## config.mk

```make
export PLATFORM = sky130hd
export DESIGN_NAME = fetch_ctrl
export DESIGN_NICKNAME = d
export VERILOG_FILES = /design/src/rtl/fetch_ctrl.sv
export SDC_FILE = /design/constraint.sdc
export NUM_CORES = 1
export LEC_CHECK = 0
export ABC_CLOCK_PERIOD_IN_PS = 1800
export CORE_MARGIN = 2
export CORE_UTILIZATION = 45
export DETAILED_ROUTE_END_ITERATION = 12
export PLACE_DENSITY_LB_ADDON = 0.15
export SYNTH_ARGS = -nofsm -noshare
export SYNTH_HDL_FRONTEND = slang
export SYNTH_SLANG_ARGS = --single-unit
export TNS_END_PERCENT = 50
```

## constraint.sdc

```tcl
create_clock -name clk -period 1.8 [get_ports clk]
set_input_delay 0.18 -clock clk [delete_from_list [all_inputs] [get_ports clk]]
set_output_delay 0.18 -clock clk [all_outputs]
set_load 0.05 [all_outputs]
```

## src/rtl/fetch_ctrl.sv

```systemverilog
// Instruction fetch sequencer: owns the PC, drives a multi-cycle imem req/ack port, optional FETCH_PERF_CNT_EN counters.
// Latency: captured word appears on instr_out the cycle after imem_ack; sustains 1 word/cycle with a 1-cycle ack.
// Backpressure: a new request is issued only while the output slot is empty or being accepted (instr_ready).
module fetch_ctrl #(
  parameter logic [31:0] RESET_PC = 32'h0000_0000,
  parameter int unsigned MAX_WAIT = 15
) (
  input  logic        clk,
  input  logic        reset_n,
  input  logic        branch_taken,
  input  logic [31:0] branch_target,
  input  logic        instr_ready,
  output logic        imem_req,
  output logic [31:0] imem_addr,
  input  logic        imem_ack,
  input  logic [31:0] imem_rdata,
  output logic        instr_valid,
  output logic [31:0] instr_out,
  output logic [31:0] pc_out,
  output logic        flush_out,
  output logic        timeout_err,
  output logic        misalign_err
`ifdef FETCH_PERF_CNT_EN
  ,
  output logic [31:0] perf_fetched,
  output logic [31:0] perf_stall
`endif
);

  typedef enum logic [1:0] {
    IDLE     = 2'd0,
    REQ      = 2'd1,
    WAIT_OUT = 2'd2,
    DRAIN    = 2'd3
  } state_t;

  localparam logic [7:0] MAX_W = 8'(MAX_WAIT);

  state_t      state;
  logic [31:0] pc;
  logic [31:0] drain_addr;
  logic [7:0]  wait_cnt;
  logic        slot_free;
  logic        req_wait;
  logic [31:0] target_al;
  logic        target_mis;

  // The slot counts as free when it is empty or being consumed this cycle,
  // which lets back-to-back fetches overlap with downstream acceptance.
  assign slot_free  = !instr_valid || instr_ready;
  assign imem_req   = (state == DRAIN) || ((state == REQ) && slot_free);
  assign imem_addr  = imem_req ? ((state == DRAIN) ? drain_addr : pc) : 32'h0;
  assign req_wait   = imem_req && !imem_ack;
  assign target_al  = {branch_target[31:2], 2'b00};
  assign target_mis = (branch_target[1:0] != 2'b00);

  always_ff @(posedge clk or negedge reset_n) begin
    if (!reset_n) begin
      state        <= IDLE;
      pc           <= RESET_PC;
      drain_addr   <= 32'h0;
      wait_cnt     <= 8'd0;
      instr_valid  <= 1'b0;
      instr_out    <= 32'h0;
      pc_out       <= 32'h0;
      flush_out    <= 1'b0;
      timeout_err  <= 1'b0;
      misalign_err <= 1'b0;
    end else begin
      flush_out <= 1'b0;

      // Outstanding-request watchdog; the request itself is never abandoned.
      if (req_wait) begin
        if (wait_cnt != MAX_W)
          wait_cnt <= wait_cnt + 8'd1;
        if ((wait_cnt == MAX_W - 8'd1) || (wait_cnt == MAX_W))
          timeout_err <= 1'b1;
      end else begin
        wait_cnt <= 8'd0;
      end

      if (state == IDLE) begin
        state <= REQ;
      end else if (branch_taken) begin
        pc          <= target_al;
        instr_valid <= 1'b0;
        flush_out   <= 1'b1;
        if (target_mis)
          misalign_err <= 1'b1;
        unique case (state)
          REQ: begin
            // An unanswered request must still be retired before redirecting.
            if (req_wait) begin
              state      <= DRAIN;
              drain_addr <= pc;
            end else begin
              state <= REQ;
            end
          end
          DRAIN:   state <= imem_ack ? REQ : DRAIN;
          default: state <= REQ;
        endcase
      end else begin
        unique case (state)
          REQ: begin
            if (imem_req && imem_ack) begin
              instr_out   <= imem_rdata;
              pc_out      <= pc;
              instr_valid <= 1'b1;
              pc          <= pc + 32'd4;
            end else if (!imem_req) begin
              state <= WAIT_OUT;
            end else if (instr_valid && instr_ready) begin
              instr_valid <= 1'b0;
            end
          end
          WAIT_OUT: begin
            if (instr_ready) begin
              instr_valid <= 1'b0;
              state       <= REQ;
            end
          end
          DRAIN: begin
            if (imem_ack)
              state <= REQ;
          end
          default: state <= REQ;
        endcase
      end
    end
  end

`ifdef FETCH_PERF_CNT_EN
  logic capture;
  assign capture = (state == REQ) && imem_req && imem_ack && !branch_taken;

  always_ff @(posedge clk or negedge reset_n) begin
    if (!reset_n) begin
      perf_fetched <= 32'h0;
      perf_stall   <= 32'h0;
    end else begin
      if (capture)
        perf_fetched <= perf_fetched + 32'd1;
      if (req_wait || (instr_valid && !instr_ready))
        perf_stall <= perf_stall + 32'd1;
    end
  end
`endif

endmodule
```

# Word-level counts from Yosys, hierarchy flattened
# Index checks and enable logic that the tools add are counted.
dict set report classes {
  addsub 2
  n_eq_ne 14
  muxes 25
  bitwise_logic 2
  n_reduce_logical 21
}
# cell count
set ops {}
lappend ops {{$mux 32} 5}
lappend ops {{$add 32x3->32 const B} 1}
lappend ops {{$eq 8x4->1 const B} 2}
lappend ops {{$mux 2} 8}
lappend ops {{$mux 8} 2}
lappend ops {{$ne 4x3->1 const B} 3}
lappend ops {{$reduce_and 4->1} 3}
lappend ops {{$add 8x1->8 const B} 1}
lappend ops {{$ne 4x4->1 const B} 2}
lappend ops {{$ne 8x4->1 const B} 1}
lappend ops {{$mux 1} 7}
lappend ops {{$pmux 2 s3} 1}
lappend ops {{$reduce_and 3->1} 2}
lappend ops {{$reduce_bool 2->1} 3}
lappend ops {{$reduce_and 5->1} 1}
lappend ops {{$eq 2x2->1 const B} 2}
lappend ops {{$logic_and 1x1->1} 4}
lappend ops {{$ne 4x2->1 const B} 1}
lappend ops {{$pmux 2 s2} 1}
lappend ops {{$logic_or 1x1->1} 3}
lappend ops {{$ne 3x3->1 const B} 1}
lappend ops {{$reduce_bool 3->1} 1}
lappend ops {{$eq 2x1->1 const B} 1}
lappend ops {{$logic_not 1->1} 2}
lappend ops {{other kinds (5)} 6}
dict set report totals {
  register_bits 142
  in_bits 69
}

# Depth between registers and ports, before layout
dict set report logic_depth {
  depth_word 9
  depth_mapped 8
  ltp_nobuf 6
}

# Worst setup path after synthesis
# No wires, ideal clock.
dict set report synth_path {
  path_type {reg-to-output}
  startpoint {register instr_valid}
  endpoint {output imem_addr[22]}
  arrival_ns 1.994
  required_time_ns 1.620
  setup_slack_ns -0.374
  stages_incl_launch_ff 5
  n_path_buf 1
  path_cell_list {dfrtp_1 nand2_1 o21ai_0 clkbuf_1 a21oi_1}
}
dict set report synth_between {
  elab_chain_cells 5
}
# item line
set synth_rtl {}
lappend synth_rtl {{from (decl)} 17} ;# output logic instr_valid,
lappend synth_rtl {{from (signal assigned)} 63} ;# instr_valid <= 1'b0;
lappend synth_rtl {{from (signal assigned)} 86} ;# instr_valid <= 1'b0;
lappend synth_rtl {{from (signal assigned)} 109} ;# instr_valid <= 1'b1;
lappend synth_rtl {{$logic_not 1->1} 50} ;# assign slot_free = !instr_valid || instr_ready;
lappend synth_rtl {{$logic_or 1x1->1} 50}
lappend synth_rtl {{$logic_and 1x1->1} 51} ;# assign imem_req = (state == DRAIN) || ((state == REQ) && slot_free);
lappend synth_rtl {{$logic_or 1x1->1} 51}
lappend synth_rtl {{$mux 32} 52} ;# assign imem_addr = imem_req ? ((state == DRAIN) ? drain_addr : pc) : 32'h0;
lappend synth_rtl {{to (decl)} 14} ;# output logic [31:0] imem_addr,
# No other way between the ends.

# Worst setup path after layout
dict set report layout_path {
  startpoint {register state[1]}
  endpoint {output imem_addr[31]}
}
dict set report layout_between {
  elab_chain_cells 4
  elab_cells_between_ends 6
  classes_between {eq/ne (2); mux (2); reduce/logical (2)}
}
# item line
set layout_rtl {}
lappend layout_rtl {{from (decl)} 39} ;# state_t state;
lappend layout_rtl {{from (signal assigned)} 100} ;# DRAIN: state <= imem_ack ? REQ : DRAIN;
lappend layout_rtl {{$eq 2x1->1} 51}
lappend layout_rtl {{$logic_and 1x1->1} 51}
lappend layout_rtl {{$logic_or 1x1->1} 51}
lappend layout_rtl {{$mux 32 *} 52}
# Mark *: on every way between the ends. The rest lies on a longest branch, timed or not.

==> flow_summary.yaml <==
status:
  status: "finished, violations left"
  violations: "negative setup slack"
logic_synthesis:
  ys.flop_type: "dfrtp_1"
  synth_top_family_by_area: "simple AND/OR/NAND/NOR gates"
  syn_inst: 743
  synthArstFlopShare_pct: 100
  yosys_register_bits: 136
  synth_xor_area_share_pct: 0.791
  ys_seq_area_share_pct: 51.3
  yosys_warnings: 0
  synth-compound-area-share_pct: 11.0
  synthMuxAreaShare_pct: 6.76
  synth_edf_count: 0
  synth.distinct_cells: 50
  syn_avg_cell_area_um2: 8.94
  synth.cell_area_um2: 6640
  synth_simple_gate_area_share_pct: 24.2
  synth_fa_ha_area_share_pct: 0.565
setup_path:
  end_kind: "output port"
  critPathMaxStageDelay_ns: 0.40
  worstPathArrival_ns: 1.83
  crit_type: "reg -> out"
  regToRegSetupSlack_ns: -0.09
  r2r_cells: 9
  path_cells: "buf_4 > and2_4 > buf_6 > nand2_1 > a21oi_2 > buf_12"
  cp-start-kind: "flop"
  slowest_stage: "dfrtp_2"
  regToRegEndpoint: "drain_addr[15]$_DFFE_PN0P_"
  crit_required_ns: 1.62
  crit_fanout: 10
  r2r-start: "state[1]$_DFFE_PN0P_"
sta:
  whs_ns: 0.267
  period_minus_slack_ns: 2.01
  final-hold-violation-count: 0
  setup_viol_count_final: 61
  finalWorstSetupSlack_ns: -0.212
  period_share_pct: 112
  drv_slew: 0
  worst_pin_slew_ns: 0.537
  skew_ns: 0.00639
  finalSetupTns_ns: -6.90
  slew_headroom_pct: 64.1
  rsz0062_at_grt: "yes"
  fmax_mhz: 497
placed_design:
  dp_slack_ns: -0.242
  dpl.hpwl_mm: 13.7
  placedCellCount: 1103
  io_buffers: 165
  gp_congestion: 0.852
  place_area_um2: 9260
cells_and_area:
  layout-drive-gt1-share_pct: 25.3
  n_antenna_cell: 0
  finalCoreUtilization_pct: 74.2
  design_area_um2: 10700
  stdcell_count: 1161
  syn_to_final_growth_pct: 61.8
  fin_nets: 1036
cts:
  cts_buffer_depth: 2
  cts_buffers: 17
  clk_latency_ns: 0.42
  cts.sinks: 136
  cts_max_level: 4
  cts-root-buf: "clkbuf_16"
  cts_tree: "done"
  clk_pin_slew_worst_paths_ns: 0.06
detailed_routing:
  ant_nets: 0
  wire_per_inst_um: 18.9
  drc: 0
  drtIter0Drc: 435
  first_pass_iters: 5
  postRouteWirelength_mm: 21.9
  viasPerCell: 5.52
  via_count: 6409
floorplanning:
  die_x_um: 125
  design.die.area_um2: 15700
  core_um2: 14500
  initial_core_util_pct: 45.9
  placement_rows: 44
  boundaryPins: 170
  die-height_um: 125
min_path:
  hold_path.class: "in -> async"
power:
  p_leak_nw: 5.18
  vdd_ir_drop_max_mv: 0.844
  power_mw: 15.9
  powerDensity_nw_per_um2: 1480
global_routing:
  track_usage_pct: 25.9
  grt_first_pass_wirelength_mm: 32.8
  antenna_found_initial: 0
  grt_overflow: 0
  grt_max_degree: 49
  grt_pass1_vias: 6519
job:
  drv_cap: 0
-- area by class of cell --
type | count | area (µm²)
Multi-Input combinational cell | 540 | 3340
Clock inverter | 11 | 194
Clock buffer | 21 | 470
Sequential cell | 136 | 3410
Timing Repair Buffer | 263 | 3080
Inverter | 6 | 25.0
Fill cell | 990 | 3740
Tap cell | 184 | 230
-- power breakdown --
group	switching (mW)	internal [mW]	leakage, nW
combinational	4.40	3.12	3.23
clock	1.34	2.57	0.312
sequential	0.509	3.92	1.64
total	6.25	9.60	5.18
-- worst max path at each step --
stage                          from                    endpoint  slack [ns]  cells after the start
2_1_floorplan  state[0]$_DFFE_PN0P_               imem_addr[31]       -0.18                      5
3_3_place_gp               imem_ack  drain_addr[10]$_DFFE_PN0P_       -0.17                      6
3_5_place_dp               imem_ack   drain_addr[8]$_DFFE_PN0P_       -0.24                      6
4_1_cts        state[1]$_DFFE_PN0P_               imem_addr[17]       -0.20                      8
5_1_grt        state[1]$_DFFE_PN0P_                imem_addr[7]       -0.25                      8
6_report       state[1]$_DFFE_PN0P_               imem_addr[31]       -0.21                      6
-- sequential cells by signal, indices dropped and copies added, names as in the netlist, 2 cells and up --
| signal | cells |
|---|---|
| pc | 30 |
| pc_out | 30 |
| state | 2 |
| wait_cnt | 8 |
| instr_out | 32 |
| drain_addr | 30 |
-- what timing repair did --
action | CTS | global route
setup endpoints to repair | 61 | 156
hold buffers | 1 | 0
gates resized for setup | 27 | 91
cloned | 1 | 8
endpoints found under the hold margin | 46 | 0
pin swaps | 1 | 8
buffers inserted | 6 | 11
-- metal layers --
metal / GRT usage, % / share of wire, % / routed length [µm] / vias to the layer above
li1: - / - / - / 2949
met1: 32.8 / 40 / 8690 / 3135
met2: 43.6 / 51 / 11100 / 271
met3: 5.95 / 7.1 / 1560 / 52
met4: 9.08 / 2.6 / 570 / 2
met5: 0 / 0.16 / 35 / -
-- synth_stat cells (7+ instances only) --
library cell / n / area share, %
nand2_1: 262 / 15
dfrtp_1: 136 / 51
a21oi_1: 48 / 3.6
mux2_2: 30 / 5.1
nor2_1: 26 / 1.5
buf_2: 25 / 1.9
clkbuf_1: 24 / 1.4
o21ai_1: 17 / 1.3
a22oi_1: 16 / 1.8
nor3_1: 14 / 1.1
nand3_1: 13 / 0.98
buf_4: 11 / 1.2
nand4_1: 11 / 1.0
o21ai_0: 11 / 0.83
mux2i_1: 10 / 1.5
nor4_1: 9 / 0.85
and3_1: 7 / 0.66
and4_1: 7 / 0.92
o22ai_1: 7 / 0.66
-- critical path: cells and delay by family (launching register included) --
kind            cells  cell delay [ns]
buf+inv             3             0.48
flops               1             0.40
simple gates        2             0.29
compound gates      1             0.24
-- cell usage in the layout (no fill, tap or decap), drive strengths merged, types with 7 or more instances in the layout --
cell / netlist / routed
a21oi: 48 / 48
a22oi: 16 / 16
and3: 7 / 7
and4: 7 / 7
buf: 39 / 123
clkbuf: 25 / 28
clkdlybuf4s50: 0 / 105
dfrtp: 136 / 136
dlymetal6s2s: 0 / 26
mux2: 31 / 31
mux2i: 10 / 10
nand2: 262 / 262
nand3: 13 / 13
nand4: 11 / 11
nor2: 26 / 26
nor3: 14 / 14
nor4: 11 / 11
o21ai: 29 / 29
o22ai: 7 / 7
-- cell families after synthesis --
logic type	Yosys count
flip-flops	136
AO/OA/AOI/OAI	119
buffers and inverters	70
AND/OR/NAND/NOR	367
other	1
XOR/XNOR	6
adder cells (fa/ha/maj)	3
multiplexers	41
Power figures use the tool's default switching activity.
